File: src/rtl/pipeline_sequencer_pkg.sv
// rtl/pipeline_sequencer_pkg.sv - shared types and stage-control patterns for the pipeline sequencer
package pipeline_sequencer_pkg;

  typedef logic [4:0] regbits_t;

  typedef enum logic [1:0] {
    RUN    = 2'd0,
    DWAIT  = 2'd1,
    HALTED = 2'd2
  } pctrl_state_t;

  // One cycle's worth of stage controls; en[N]/flush[N] act on pipeline register N
  typedef struct packed {
    logic       pc_en;
    logic [4:1] en;
    logic [3:1] flush;
  } stage_ctrl_t;

  // Bit layout: {pc_en, en_4, en_3, en_2, en_1, flush_3, flush_2, flush_1}
  localparam stage_ctrl_t CTRL_RESET     = 8'b0_0000_111;
  localparam stage_ctrl_t CTRL_FROZEN    = 8'b0_0000_000;
  localparam stage_ctrl_t CTRL_WB_ONLY   = 8'b0_1000_000;
  localparam stage_ctrl_t CTRL_REDIRECT  = 8'b1_1111_111;
  localparam stage_ctrl_t CTRL_LOAD_USE  = 8'b0_1110_010;
  localparam stage_ctrl_t CTRL_IF_BUBBLE = 8'b0_1111_001;
  localparam stage_ctrl_t CTRL_ADVANCE   = 8'b1_1111_000;

endpackage

File: src/rtl/pipeline_sequencer_if.sv
// rtl/pipeline_sequencer_if.sv - hazard inputs and stage-control outputs of the pipeline sequencer
interface pipeline_sequencer_if #(
  parameter int CNT_W = 16
) ();
  import pipeline_sequencer_pkg::*;

  logic             ihit;
  logic             dhit;
  regbits_t         rs_id;
  regbits_t         rt_id;
  logic             dREN_ex;
  regbits_t         rt_ex;
  logic             dREN_mem;
  logic             dWEN_mem;
  logic             take_mem;
  logic             halt_wb;

  logic             pc_en;
  logic             en_1;
  logic             en_2;
  logic             en_3;
  logic             en_4;
  logic             flush_1;
  logic             flush_2;
  logic             flush_3;
  logic             halted;
  logic [CNT_W-1:0] stall_cnt;

  modport master (
    output ihit, dhit, rs_id, rt_id, dREN_ex, rt_ex, dREN_mem, dWEN_mem, take_mem, halt_wb,
    input  pc_en, en_1, en_2, en_3, en_4, flush_1, flush_2, flush_3, halted, stall_cnt
  );

  modport slave (
    input  ihit, dhit, rs_id, rt_id, dREN_ex, rt_ex, dREN_mem, dWEN_mem, take_mem, halt_wb,
    output pc_en, en_1, en_2, en_3, en_4, flush_1, flush_2, flush_3, halted, stall_cnt
  );

endinterface

File: src/rtl/pipeline_sequencer_load_use_detect.sv
// rtl/pipeline_sequencer_load_use_detect.sv - flags an IF/ID instruction reading the load in ID/EX
module pipeline_sequencer_load_use_detect
  import pipeline_sequencer_pkg::*;
(
  input  regbits_t rs_id,
  input  regbits_t rt_id,
  input  logic     dren_ex,
  input  regbits_t rt_ex,
  output logic     lu_stall
);

  // $zero never carries a real dependency, so a load targeting it never stalls
  assign lu_stall = dren_ex && (rt_ex != '0) && ((rt_ex == rs_id) || (rt_ex == rt_id));

endmodule

File: src/rtl/pipeline_sequencer.sv
// rtl/pipeline_sequencer.sv - stage enable/flush controller for the 5-stage pipeline register bank
module pipeline_sequencer
  import pipeline_sequencer_pkg::*;
#(
  parameter int CNT_W = 16
) (
  input  logic                 CLK,
  input  logic                 nRST,
  pipeline_sequencer_if.slave  bus
);

  pctrl_state_t     state_q;
  pctrl_state_t     state_d;
  stage_ctrl_t      run_ctrl;
  stage_ctrl_t      ctrl;
  logic             lu_stall;
  logic             mem_pend;
  logic [CNT_W-1:0] cnt_q;

  pipeline_sequencer_load_use_detect u_lu (
    .rs_id    (bus.rs_id),
    .rt_id    (bus.rt_id),
    .dren_ex  (bus.dREN_ex),
    .rt_ex    (bus.rt_ex),
    .lu_stall (lu_stall)
  );

  // A data access in EX/MEM that has not completed holds the whole pipe
  assign mem_pend = (bus.dREN_mem || bus.dWEN_mem) && !bus.dhit;

  // State register; reset always lands in RUN with nothing pending
  always_ff @(posedge CLK or negedge nRST) begin
    if (!nRST) state_q <= RUN;
    else       state_q <= state_d;
  end

  // Next state: halt commits first, then a missing data access parks us in DWAIT
  always_comb begin
    state_d = state_q;
    case (state_q)
      RUN: begin
        if (bus.halt_wb)  state_d = HALTED;
        else if (mem_pend) state_d = DWAIT;
      end
      DWAIT:   if (bus.dhit) state_d = RUN;
      HALTED:  state_d = HALTED;
      default: state_d = RUN;
    endcase
  end

  // Normal-flow controls: redirect beats load-use (its victim is flushed anyway), load-use beats I-miss
  always_comb begin
    run_ctrl = CTRL_ADVANCE;
    if (bus.take_mem)   run_ctrl = CTRL_REDIRECT;
    else if (lu_stall)  run_ctrl = CTRL_LOAD_USE;
    else if (!bus.ihit) run_ctrl = CTRL_IF_BUBBLE;
  end

  // Output decode from state and inputs; reset forces bubbles into IF/ID..EX/MEM
  always_comb begin
    ctrl = CTRL_FROZEN;
    if (!nRST) begin
      ctrl = CTRL_RESET;
    end else begin
      case (state_q)
        RUN: begin
          if (bus.halt_wb)   ctrl = CTRL_WB_ONLY;
          else if (mem_pend) ctrl = CTRL_FROZEN;
          else               ctrl = run_ctrl;
        end
        DWAIT:   ctrl = bus.dhit ? run_ctrl : CTRL_FROZEN;
        default: ctrl = CTRL_FROZEN;
      endcase
    end
  end

  // Saturating count of cycles the PC was held while the core was still live
  always_ff @(posedge CLK or negedge nRST) begin
    if (!nRST) begin
      cnt_q <= '0;
    end else if (!ctrl.pc_en && (state_q != HALTED) && (cnt_q != {CNT_W{1'b1}})) begin
      cnt_q <= cnt_q + {{(CNT_W-1){1'b0}}, 1'b1};
    end
  end

  assign bus.pc_en     = ctrl.pc_en;
  assign bus.en_1      = ctrl.en[1];
  assign bus.en_2      = ctrl.en[2];
  assign bus.en_3      = ctrl.en[3];
  assign bus.en_4      = ctrl.en[4];
  assign bus.flush_1   = ctrl.flush[1];
  assign bus.flush_2   = ctrl.flush[2];
  assign bus.flush_3   = ctrl.flush[3];
  assign bus.halted    = (state_q == HALTED);
  assign bus.stall_cnt = cnt_q;

endmodule

File: src/flat_wrapper.sv
// flat-port wrapper written by rule: the top's interface ports become plain ports
module pipeline_sequencer_flat import pipeline_sequencer_pkg::*;
#(
  parameter int CNT_W = 16
)
  (CLK, nRST, bus_ihit, bus_dhit, bus_rs_id, bus_rt_id, bus_dREN_ex, bus_rt_ex, bus_dREN_mem, bus_dWEN_mem, bus_take_mem, bus_halt_wb, bus_pc_en, bus_en_1, bus_en_2, bus_en_3, bus_en_4, bus_flush_1, bus_flush_2, bus_flush_3, bus_halted, bus_stall_cnt);
  pipeline_sequencer_if #(.CNT_W(CNT_W)) bus_i ();
  input  logic CLK;
  input  logic nRST;
  input wire logic [$bits(bus_i.ihit)-1:0] bus_ihit;
  input wire logic [$bits(bus_i.dhit)-1:0] bus_dhit;
  input wire logic [$bits(bus_i.rs_id)-1:0] bus_rs_id;
  input wire logic [$bits(bus_i.rt_id)-1:0] bus_rt_id;
  input wire logic [$bits(bus_i.dREN_ex)-1:0] bus_dREN_ex;
  input wire logic [$bits(bus_i.rt_ex)-1:0] bus_rt_ex;
  input wire logic [$bits(bus_i.dREN_mem)-1:0] bus_dREN_mem;
  input wire logic [$bits(bus_i.dWEN_mem)-1:0] bus_dWEN_mem;
  input wire logic [$bits(bus_i.take_mem)-1:0] bus_take_mem;
  input wire logic [$bits(bus_i.halt_wb)-1:0] bus_halt_wb;
  output wire logic [$bits(bus_i.pc_en)-1:0] bus_pc_en;
  output wire logic [$bits(bus_i.en_1)-1:0] bus_en_1;
  output wire logic [$bits(bus_i.en_2)-1:0] bus_en_2;
  output wire logic [$bits(bus_i.en_3)-1:0] bus_en_3;
  output wire logic [$bits(bus_i.en_4)-1:0] bus_en_4;
  output wire logic [$bits(bus_i.flush_1)-1:0] bus_flush_1;
  output wire logic [$bits(bus_i.flush_2)-1:0] bus_flush_2;
  output wire logic [$bits(bus_i.flush_3)-1:0] bus_flush_3;
  output wire logic [$bits(bus_i.halted)-1:0] bus_halted;
  output wire logic [$bits(bus_i.stall_cnt)-1:0] bus_stall_cnt;
  assign bus_i.ihit = bus_ihit;
  assign bus_i.dhit = bus_dhit;
  assign bus_i.rs_id = bus_rs_id;
  assign bus_i.rt_id = bus_rt_id;
  assign bus_i.dREN_ex = bus_dREN_ex;
  assign bus_i.rt_ex = bus_rt_ex;
  assign bus_i.dREN_mem = bus_dREN_mem;
  assign bus_i.dWEN_mem = bus_dWEN_mem;
  assign bus_i.take_mem = bus_take_mem;
  assign bus_i.halt_wb = bus_halt_wb;
  assign bus_pc_en = bus_i.pc_en;
  assign bus_en_1 = bus_i.en_1;
  assign bus_en_2 = bus_i.en_2;
  assign bus_en_3 = bus_i.en_3;
  assign bus_en_4 = bus_i.en_4;
  assign bus_flush_1 = bus_i.flush_1;
  assign bus_flush_2 = bus_i.flush_2;
  assign bus_flush_3 = bus_i.flush_3;
  assign bus_halted = bus_i.halted;
  assign bus_stall_cnt = bus_i.stall_cnt;
  pipeline_sequencer #(.CNT_W(CNT_W)) u_core (.CLK(CLK), .nRST(nRST), .bus(bus_i));
endmodule
File: config.mk
export PLATFORM = sky130hd
export DESIGN_NAME = pipeline_sequencer_flat
export DESIGN_NICKNAME = d
export VERILOG_FILES = /design/src/rtl/pipeline_sequencer_pkg.sv /design/src/rtl/pipeline_sequencer_if.sv /design/src/rtl/pipeline_sequencer_load_use_detect.sv /design/src/rtl/pipeline_sequencer.sv /design/src/flat_wrapper.sv
export SDC_FILE = /design/constraint.sdc
export NUM_CORES = 1
export LEC_CHECK = 0
export ABC_AREA = 1
export CORE_MARGIN = 10
export CORE_UTILIZATION = 29
export DETAILED_ROUTE_END_ITERATION = 8
export PLACE_DENSITY = 0.66
export SETUP_SLACK_MARGIN = 0.3
export SYNTH_ARGS = -nofsm -noshare
export SYNTH_HDL_FRONTEND = slang
export SYNTH_SLANG_ARGS = --single-unit
File: constraint.sdc
create_clock -name CLK -period 1.75 [get_ports CLK]
set_input_delay 0.2625 -clock CLK [delete_from_list [all_inputs] [get_ports CLK]]
set_output_delay 0.2625 -clock CLK [all_outputs]
set_load 0.05 [all_outputs]
Yosys cells after proc, flatten, opt, wreduce, memory -nomap -nowiden

Index checks and enable logic that the tools add are counted.
Widths: inputs -> output; s select.

Word-level logic and storage cells: 35
Memories: 0
Bits in read-only memories: 0
Bits in latches: 0
RAM bits: 0
Register bits: 18

Shift-type cells: 0
$lt $le $gt $ge: 0
$add $sub $neg: 1
Div/mod/pow operators: 0
Reduce and logical (&&, ||, !) cells: 12
Mux-type cells: 12
Bitwise gates (word level): 0
Multipliers: 0
Equal/unequal tests: 8

Operators by type and width:

| kind                  | count |
|---|---|
| $mux 8                | 7 |
| $add 16x1->16 const B | 1 |
| $ne 16x16->1 const B  | 1 |
| $pmux 8 s2            | 1 |
| $eq 5x5->1            | 2 |
| $mux 2                | 3 |
| $pmux 2 s3            | 1 |
| $logic_and 1x1->1     | 5 |
| $reduce_bool 5->1     | 1 |
| $ne 2x2->1 const B    | 2 |
| $ne 3x2->1 const B    | 1 |
| $eq 2x1->1 const B    | 1 |
| $eq 2x2->1 const B    | 1 |
| $logic_not 1->1       | 2 |
| $logic_not 2->1       | 1 |
| $logic_or 1x1->1      | 2 |
| $reduce_and 2->1      | 1 |

Logic depth before layout (Yosys ltp)

Gate-level depths: netlist of the first run.

Depth after elaboration: 12
Mapped depth: 12
Mapped depth without buffers: 11

Hierarchy

A second synthesis of the first run with hierarchy kept.

Cell total of the unflattened synthesis: 228
Area total of the unflattened synthesis: 1,472.7 sq um

Modules (own cells, without submodules):

| module                             | cells an instance | area each (sq um) | sequential area each (sq um) | times used |
|---|---|---|---|---|
| pipeline_sequencer                 | 183               | 1,277.5           | 450.4                        | 1 |
| pipeline_sequencer_load_use_detect | 45                | 195.2             | 0.0                          | 1 |

Least setup slack after synthesis of the first run

Ideal clock, no wire load.

Kind: reg2out
Start point: register u_core.state_q[1]
End point: output bus_flush_2
Arrival time: 1.889 ns
Cell stages (with the launch flop): 6
Slack: -0.401 ns
Path buffers: 0
Cells stage by stage: dfrtp_1 -> nor2_2 -> nand2_1 -> nor2_2 -> a21oi_2 -> o21ai_0

Cells in the longest elaborated chain, start to end: 3
Elaborated cells between the ends (all ways): 4
Classes of those cells: eq/ne (1); mux (2); reduce/logical (1)

RTL lines:

| element                                       | line                     | RTL |
|---|---|---|
| from (decl)                                   | pipeline_sequencer.sv:12 | `pctrl_state_t state_q;` |
| from (signal assigned)                        | pipeline_sequencer.sv:34 | `else state_q <= state_d;` |
| $eq 2x1->1 or $logic_not 2->1 (tied branches) | pipeline_sequencer.sv:65 | `case (state_q)` |
| $pmux 8 s2 *                                  | pipeline_sequencer.sv:65 |  |
| $mux 8 *                                      | pipeline_sequencer.sv:62 | `if (!nRST) begin` |
| to (decl)                                     | flat_wrapper.sv:26       | `output wire logic [$bits(bus_i.flush_2)-1:0] bus_flush_2;` |

Mark *: on every way between the ends. The rest lies on a longest branch, timed or not.

Worst setup path in the final report of the first run

Start point: register u_core.state_q[1]
End point: output bus_pc_en

Cells in the longest elaborated chain, start to end: 3
Elaborated cells between the ends (all ways): 4
Classes of those cells: eq/ne (1); mux (2); reduce/logical (1)

RTL lines:

| element                                       | line                     | RTL |
|---|---|---|
| $eq 2x1->1 or $logic_not 2->1 (tied branches) | pipeline_sequencer.sv:65 |  |
| $pmux 8 s2 *                                  | pipeline_sequencer.sv:65 |  |
| $mux 8 *                                      | pipeline_sequencer.sv:62 |  |
| to (decl)                                     | flat_wrapper.sv:20       | `output wire logic [$bits(bus_i.pc_en)-1:0] bus_pc_en;` |

Marks and branches as above.

==> results.toml, run 1 <==
[global_routing]
grt_antenna_before_repair = 0
overflow = 0
grt_pass1_vias = 1773
grt_pass1_wl_mm = 8.031
grt.total_usage_pct = 11.41
grt_max_degree = 19

[run_status]
status = "complete, but fails checks"
violations = "negative setup slack"

[synth]
yosysSeqAreaShare_pct = 31.50
synth_top_area_share_pct = 31.50
synth.area.top_cells = "dfrtp_1 (31%), nand2_1 (20%), nand3_1 (8.4%)"
synth_top_family_by_area = "simple AND/OR/NAND/NOR gates"
yosysTopAreaCell = "dfrtp_1"
synthAdderAreaFrac_pct = 0.8749
synthesis.area_sq_mm = 0.001430
yosys.area_share.simple_pct = 43.92
synth_ff_type = "dfrtp_1"
yosys.cell_count.top_type = "nand2_1"
yosysWarnings = 0
synth-edff-count = 0
synthesis.nets = 240
synthMuxAreaShare_pct = 0
async_reset_ff_share_pct = 100.0
netlist_instances = 215
synth_cell_types = 23
ys_top_cells_by_count = "nand2_1 (77), inv_1 (29), nand3_1 (24), dfrtp_1 (18), nor2_1 (16)"
synth_xor_area_share_pct = 9.799
synth-compound-area-share_pct = 2.712
avgSynthCellArea_sq_um = 6.652
ys_ff_latch = 18

[setup_path]
required_ps = 1490
rr_endpoint = "u_core.bus.stall_cnt[9]"
worstReg2RegStart = "u_core.state_q[1]"
reg2reg_slack_ps = -100
critPathCaptureType = "output port"
cp_common_cell = "nor2_4"
crit_type = "register to output port"
worst_ep_arrival_time_ps = 1710
slowest_stage = "dfrtp_1"
critical_path.cell_chain = "nor2_2 > nand2_2 > nor2_4 > a21oi_2 > buf_4 > nor2_4 > nand3_4 > clkinvlp_4 > buf_12"
r2r.worst_path.cells = 12
start_kind = "register"
cp_slowest_stage_delay_ps = 410
cp_max_fo = 3

[final_layout]
nNetsFinal = 324
area_delta_synth_final_pct = 69.47
fin_util_pct = 50.97
diodes = 0
drive_gt1_share_pct = 36.58

[timing]
final.min_clock_period_ps = 1970
worst_pin_slew_ps = 291.1
finalSetupViolCount = 23
hold_violations = 0
drv_slew = 0
fin_setup_tns_ps = -2049
relSlewSlack_pct = 80.55
rsz0062_at_grt = "yes"
finClkSkew_ps = 5.022
fin_crit_sh_pct = 112.6
fin_ws_ps = -220.4
fmax_ghz = 0.5075

[clock_network]
numCtsBuffers = 3
root_buffer = "clkbuf_8"
path_clk_slew_ps = 70
numClockSinks = 18
ctsLongestPathBuffers = 2
cts_tree = "done"
clock_latency_ps = 260
cts_htree_levels = 1

[detailed_routing]
drt_iter0_drc = 68
wl_per_cell_microns = 12.59
postRouteAntennaNets = 0
viasPerCell = 4.521
vias = 1650
drtPass1Iterations = 4
totalWireLength_mm = 4.596
drc_errors = 0

[min_path]
hp-class = "input port to async pin"

[run]
maxCapViolCount = 0

[placed_design]
portBuffers = 48
gp_congestion = 0.8799
hpwl_mm = 3.190

[floorplanning]
initial_core_util_pct = 30.08
core-area_sq_mm = 0.004755
die_y_microns = 90.23
dieArea_sq_mm = 0.008141
ioPinCount = 49
num_rows = 25
dieWidth_microns = 90.23

[power_and_ir_drop]
leakagePower_nw = 1.251
p_per_area_mw_per_mm2 = 358.4
ir_worst_vdd_v = 0.0001979
cell usage in the layout (no fill, tap or decap), drive strengths merged, types with 2 or more instances in the layout:
cell,instances
clkdlybuf4s50,14
clkbuf,4
inv,33
o21ai,2
nand2,79
a21oi,5
nand4,4
clkinvlp,2
nor3,3
dfrtp,18
xnor2,9
nor2,21
buf,59
nand3,27
xor2,7
dlygate4sd2,9
kinds of logic (layout without fill, tap and decap cells):
| group | after synthesis | in the layout |
|---|---|---|
| and+or+nand+nor | 134 | 135 |
| buffers and inverters | 39 | 121 |
| DFF | 18 | 18 |
| xor gates and xnor gates | 16 | 16 |
| AOI/OAI and AO/OA | 7 | 7 |
| adders and majority gates | 1 | 1 |
repair_timing:
item	in CTS	in global routing
buffers inserted	21	1
pin swaps	9	9
gates resized for setup	28	8
hold buffers	0	0
endpoints found under the setup margin	24	26
gates cloned	1	0
metal layers:
layer	track usage, %	vias to the layer above	routed length (microns)
li1	-	830	-
met1	12.55	771	1875
met2	20.82	40	2356
met3	2.826	9	285
met4	3.714	0	78
met5	0	-	0
layout make-up:
class	instances	area, sq um
clock buffer	4	45.04
fill	458	2331
sequential	18	460.4
inverter	35	138.9
timing repair buffer	82	767.0
tap	67	83.83
multi-input combinational	159	928.4
power breakdown:
group	switching (mW)	internal [mW]	leakage [nW]
clock	0.143	0.162	0.0228
sequential	0	0.416	0.233
combinational	0.0751	0.0724	0.995
state kept, by name, indices dropped and copies added (netlist names):
name,count
u_core.state_q,2
u_core.bus.stall_cnt,16
critical path: cells and delay by family, from the launching register on:
kind / cells / cell delay, ps
DFF: 1 / 410
and+or+nand+nor: 5 / 610
AOI/OAI and AO/OA: 1 / 50
buffers and inverters: 3 / 380
worst max-delay path by stage:
stage	from	end	slack [ps]	depth (start not counted)
floorplan	u_core.state_q[1]	bus_pc_en	-170	8
global placement	bus_rt_ex[1]	bus_pc_en	-220	11
detailed placement	bus_dWEN_mem	bus_flush_2	-240	9
CTS	u_core.state_q[0]	bus_pc_en	-180	9
global route	u_core.state_q[1]	bus_pc_en	-310	9
finish	u_core.state_q[1]	bus_pc_en	-220	9
per-stage QoR:
| step | setup WS [ps] | area (sq um) | cells | power, mW | hold slack (ps) |
|---|---|---|---|---|---|
| 2_1_floorplan | -172.2 | 1479 | 215 | 0.4803 | -33.09 |
| 3_3_place_gp | -218.0 | 2108 | 338 | 0.5657 | 470.7 |
| 3_5_place_dp | -237.5 | 2108 | 338 | 0.5671 | 489.5 |
| 4_1_cts | -178.2 | 2386 | 364 | 0.8710 | 378.1 |
| 5_1_grt | -315.0 | 2424 | 365 | 0.9170 | 399.8 |
| 6_report | -220.4 | 2424 | 365 | 0.8685 | 367.1 |
No activity file was read; power rests on OpenSTA's default activity.
==> inputs of run 2 (changes only) <==
GPL_ROUTABILITY_DRIVEN = 0   (was unset)
==> results of run 2 <==
No change in the layout: final DEF, timing and power equal those of run 1.
==> inputs of run 3 (changes only) <==
--- a/config.mk
+++ b/config.mk
@@ -9,6 +9,6 @@
 export CORE_MARGIN = 10
-export CORE_UTILIZATION = 29
+export CORE_UTILIZATION = 45
 export DETAILED_ROUTE_END_ITERATION = 8
 export GPL_ROUTABILITY_DRIVEN = 0
-export PLACE_DENSITY = 0.66
+export PLACE_DENSITY = 0.9
 export SETUP_SLACK_MARGIN = 0.3
==> constraint.sdc (replaced) <==
create_clock -name CLK -period 1.75 [get_ports CLK]
set_input_delay 0.35 -clock CLK [delete_from_list [all_inputs] [get_ports CLK]]
set_output_delay 0.35 -clock CLK [all_outputs]
set_load 0.05 [all_outputs]
==> results.toml, run 3 (synthesis results as in run 1) <==
[min_path]
holdPathStages = 4
hp-class = "input port to register"
min_to = "u_core.state_q[0]"
hold_path_startpoint = "bus_halt_wb"

[clock_network]
path_clk_slew_ps = 110
root_buffer = "clkbuf_4"
cts_htree_levels = 1
numCtsBuffers = 3
clock_latency_ps = 320
numClockSinks = 18
ctsLongestPathBuffers = 2
cts_tree = "done"

[floorplanning]
initial_core_util_pct = 46.84
core-area_sq_mm = 0.003053
dieWidth_microns = 76.38
dieArea_sq_mm = 0.005833
die_y_microns = 76.38
num_rows = 20
ioPinCount = 49

[timing]
finalSetupViolCount = 25
relSlewSlack_pct = 74.98
whs_ps = 363.3
hold_violations = 0
final.min_clock_period_ps = 2176
drv_slew = 0
rsz0062_at_grt = "yes"
fin_crit_sh_pct = 124.3
fin_ws_ps = -425.9
fmax_ghz = 0.4596
worst_pin_slew_ps = 374.3
finClkSkew_ps = 2.109

[setup_path]
required_ps = 1400
cp_max_fo = 3
reg2reg_slack_ps = -300
critPathCaptureType = "output port"
critical_path.cell_chain = "nor2_4 > nand2_4 > nor2_4 > a21oi_2 > buf_4 > nor2_4 > nand3_4 > clkinvlp_4 > buf_12"
worstReg2RegStart = "u_core.state_q[1]"
r2r.worst_path.cells = 13
cp_common_cell = "nor2_4"
cp_slowest_stage_delay_ps = 440
worst_ep_arrival_time_ps = 1830
start_kind = "register"
crit_type = "register to output port"
rr_endpoint = "u_core.bus.stall_cnt[7]"
slowest_stage = "dfrtp_1"

[final_layout]
fin_area_sq_mm = 0.002422
nNetsFinal = 317
fin_util_pct = 79.34
stdcell_count = 335
final_common_cell = "nand2_1"
largest_register_ffs = 16
diodes = 0
n_fill_cell = 196
area_delta_synth_final_pct = 69.38
layout_common_cells = "nand2_1 (68), buf_4 (36), inv_1 (23)"
drive_gt1_share_pct = 37.46

[detailed_routing]
viasPerCell = 5.337
wl_per_cell_microns = 16.55
drc_errors = 0
postRouteAntennaNets = 0
totalWireLength_mm = 5.544
vias = 1788
drt_iter0_drc = 274
drtPass1Iterations = 5

[global_routing]
grt_max_degree = 19
grt_pass1_vias = 1722
grt_antenna_before_repair = 0
grt_pass1_wl_mm = 8.031
grt.total_usage_pct = 16.30
overflow = 0

[power_and_ir_drop]
seq_power_share_pct = 48.6
clkPwrFrac_pct = 33.2
leakagePower_nw = 1.256
ir_worst_vdd_v = 0.0002474
combPwrFrac_pct = 18.2
p_total_mw = 0.8545
p_int_mw = 0.6168
sw_frac_of_total_pct = 27.82
switchingPower_mw = 0.2377
p_per_area_mw_per_mm2 = 352.8

[placed_design]
dp.cells = 315
portBuffers = 48
dpl_cell_area_sq_mm = 0.002102
hpwl_mm = 3.327

[run_status]
status = "complete, but fails checks"
violations = "negative setup slack"

[run]
maxCapViolCount = 0
[run 3: cell types whose count changed in the layout (fill, tap and decap cells not counted), moves of 3 or more]
| cell | before | now |
|---|---|---|
| buf_4 | 48 | 36 |
| clkdlybuf4s50_1 | 14 | 9 |
| buf_6 | 2 | 6 |
| dlygate4sd2_1 | 9 | 13 |
| a21oi_2 | 4 | 1 |
| clkbuf_4 | 0 | 3 |
[run 3: layout make-up]
| type | instances | area (sq um) | share of cell area, % |
|---|---|---|---|
| timing repair buffer | 75 | 749.5 | 30.94 |
| tap | 44 | 55.05 | 2.273 |
| clock buffer | 4 | 36.28 | 1.498 |
| inverter | 35 | 143.9 | 5.940 |
| multi-input combinational | 159 | 977.2 | 40.34 |
| sequential | 18 | 460.4 | 19.01 |
[run 3: metrics by stage]
stage | worst slack [ps] | TNS (ps)
after global routing | -502.2 | -8704
after detailed placement | -440.2 | -8850
after global placement | -397.3 | -7651
after floorplan | -259.6 | -896.0
after CTS | -340.2 | -2790
final | -425.9 | -6569
[run 3: how the worst max path moves through the flow]
stage / to / start / slack, ps / cells after the start
after floorplan: bus_pc_en / u_core.state_q[1] / -260 / 8
after global placement: bus_pc_en / bus_rt_ex[4] / -400 / 11
after detailed placement: bus_flush_2 / bus_dWEN_mem / -440 / 9
after CTS: bus_pc_en / u_core.state_q[0] / -340 / 9
after global routing: bus_pc_en / u_core.state_q[1] / -500 / 9
final: bus_pc_en / u_core.state_q[1] / -430 / 9
[run 3: power by group through the flow]
stage | logic [mW] | clock network, mW | registers (mW)
2_1_floorplan | 0.0594 | 0 | 0.424
3_3_place_gp | 0.146 | 0 | 0.424
3_5_place_dp | 0.150 | 0 | 0.424
4_1_cts | 0.151 | 0.268 | 0.416
5_1_grt | 0.168 | 0.299 | 0.416
6_report | 0.155 | 0.283 | 0.416
[run 3: what timing repair did]
item                                   in CTS  in global routing
buffers inserted                            9                  5
cloned                                      1                  1
endpoints found under the hold margin       0                  0
pin swaps                                  15                 13
setup endpoints to repair                  25                 25
hold buffers                                0                  0
resized for setup                          37                 19
[run 3: critical path, delay by kind of cell (launching register included)]
family / cells / cell delay [ps]
AND/OR/NAND/NOR: 5 / 590
flip-flops: 1 / 440
buffers and inverters: 3 / 420
AO/OA/AOI/OAI: 1 / 50
[run 3: routing by layer]
layer / up-vias / global-route usage (%) / part of all wire (%)
li1: 818 / - / -
met1: 827 / 17.09 / 37
met2: 123 / 29.42 / 50
met3: 20 / 4.481 / 8.8
met4: 0 / 7.435 / 4.0
met5: - / 0 / 0
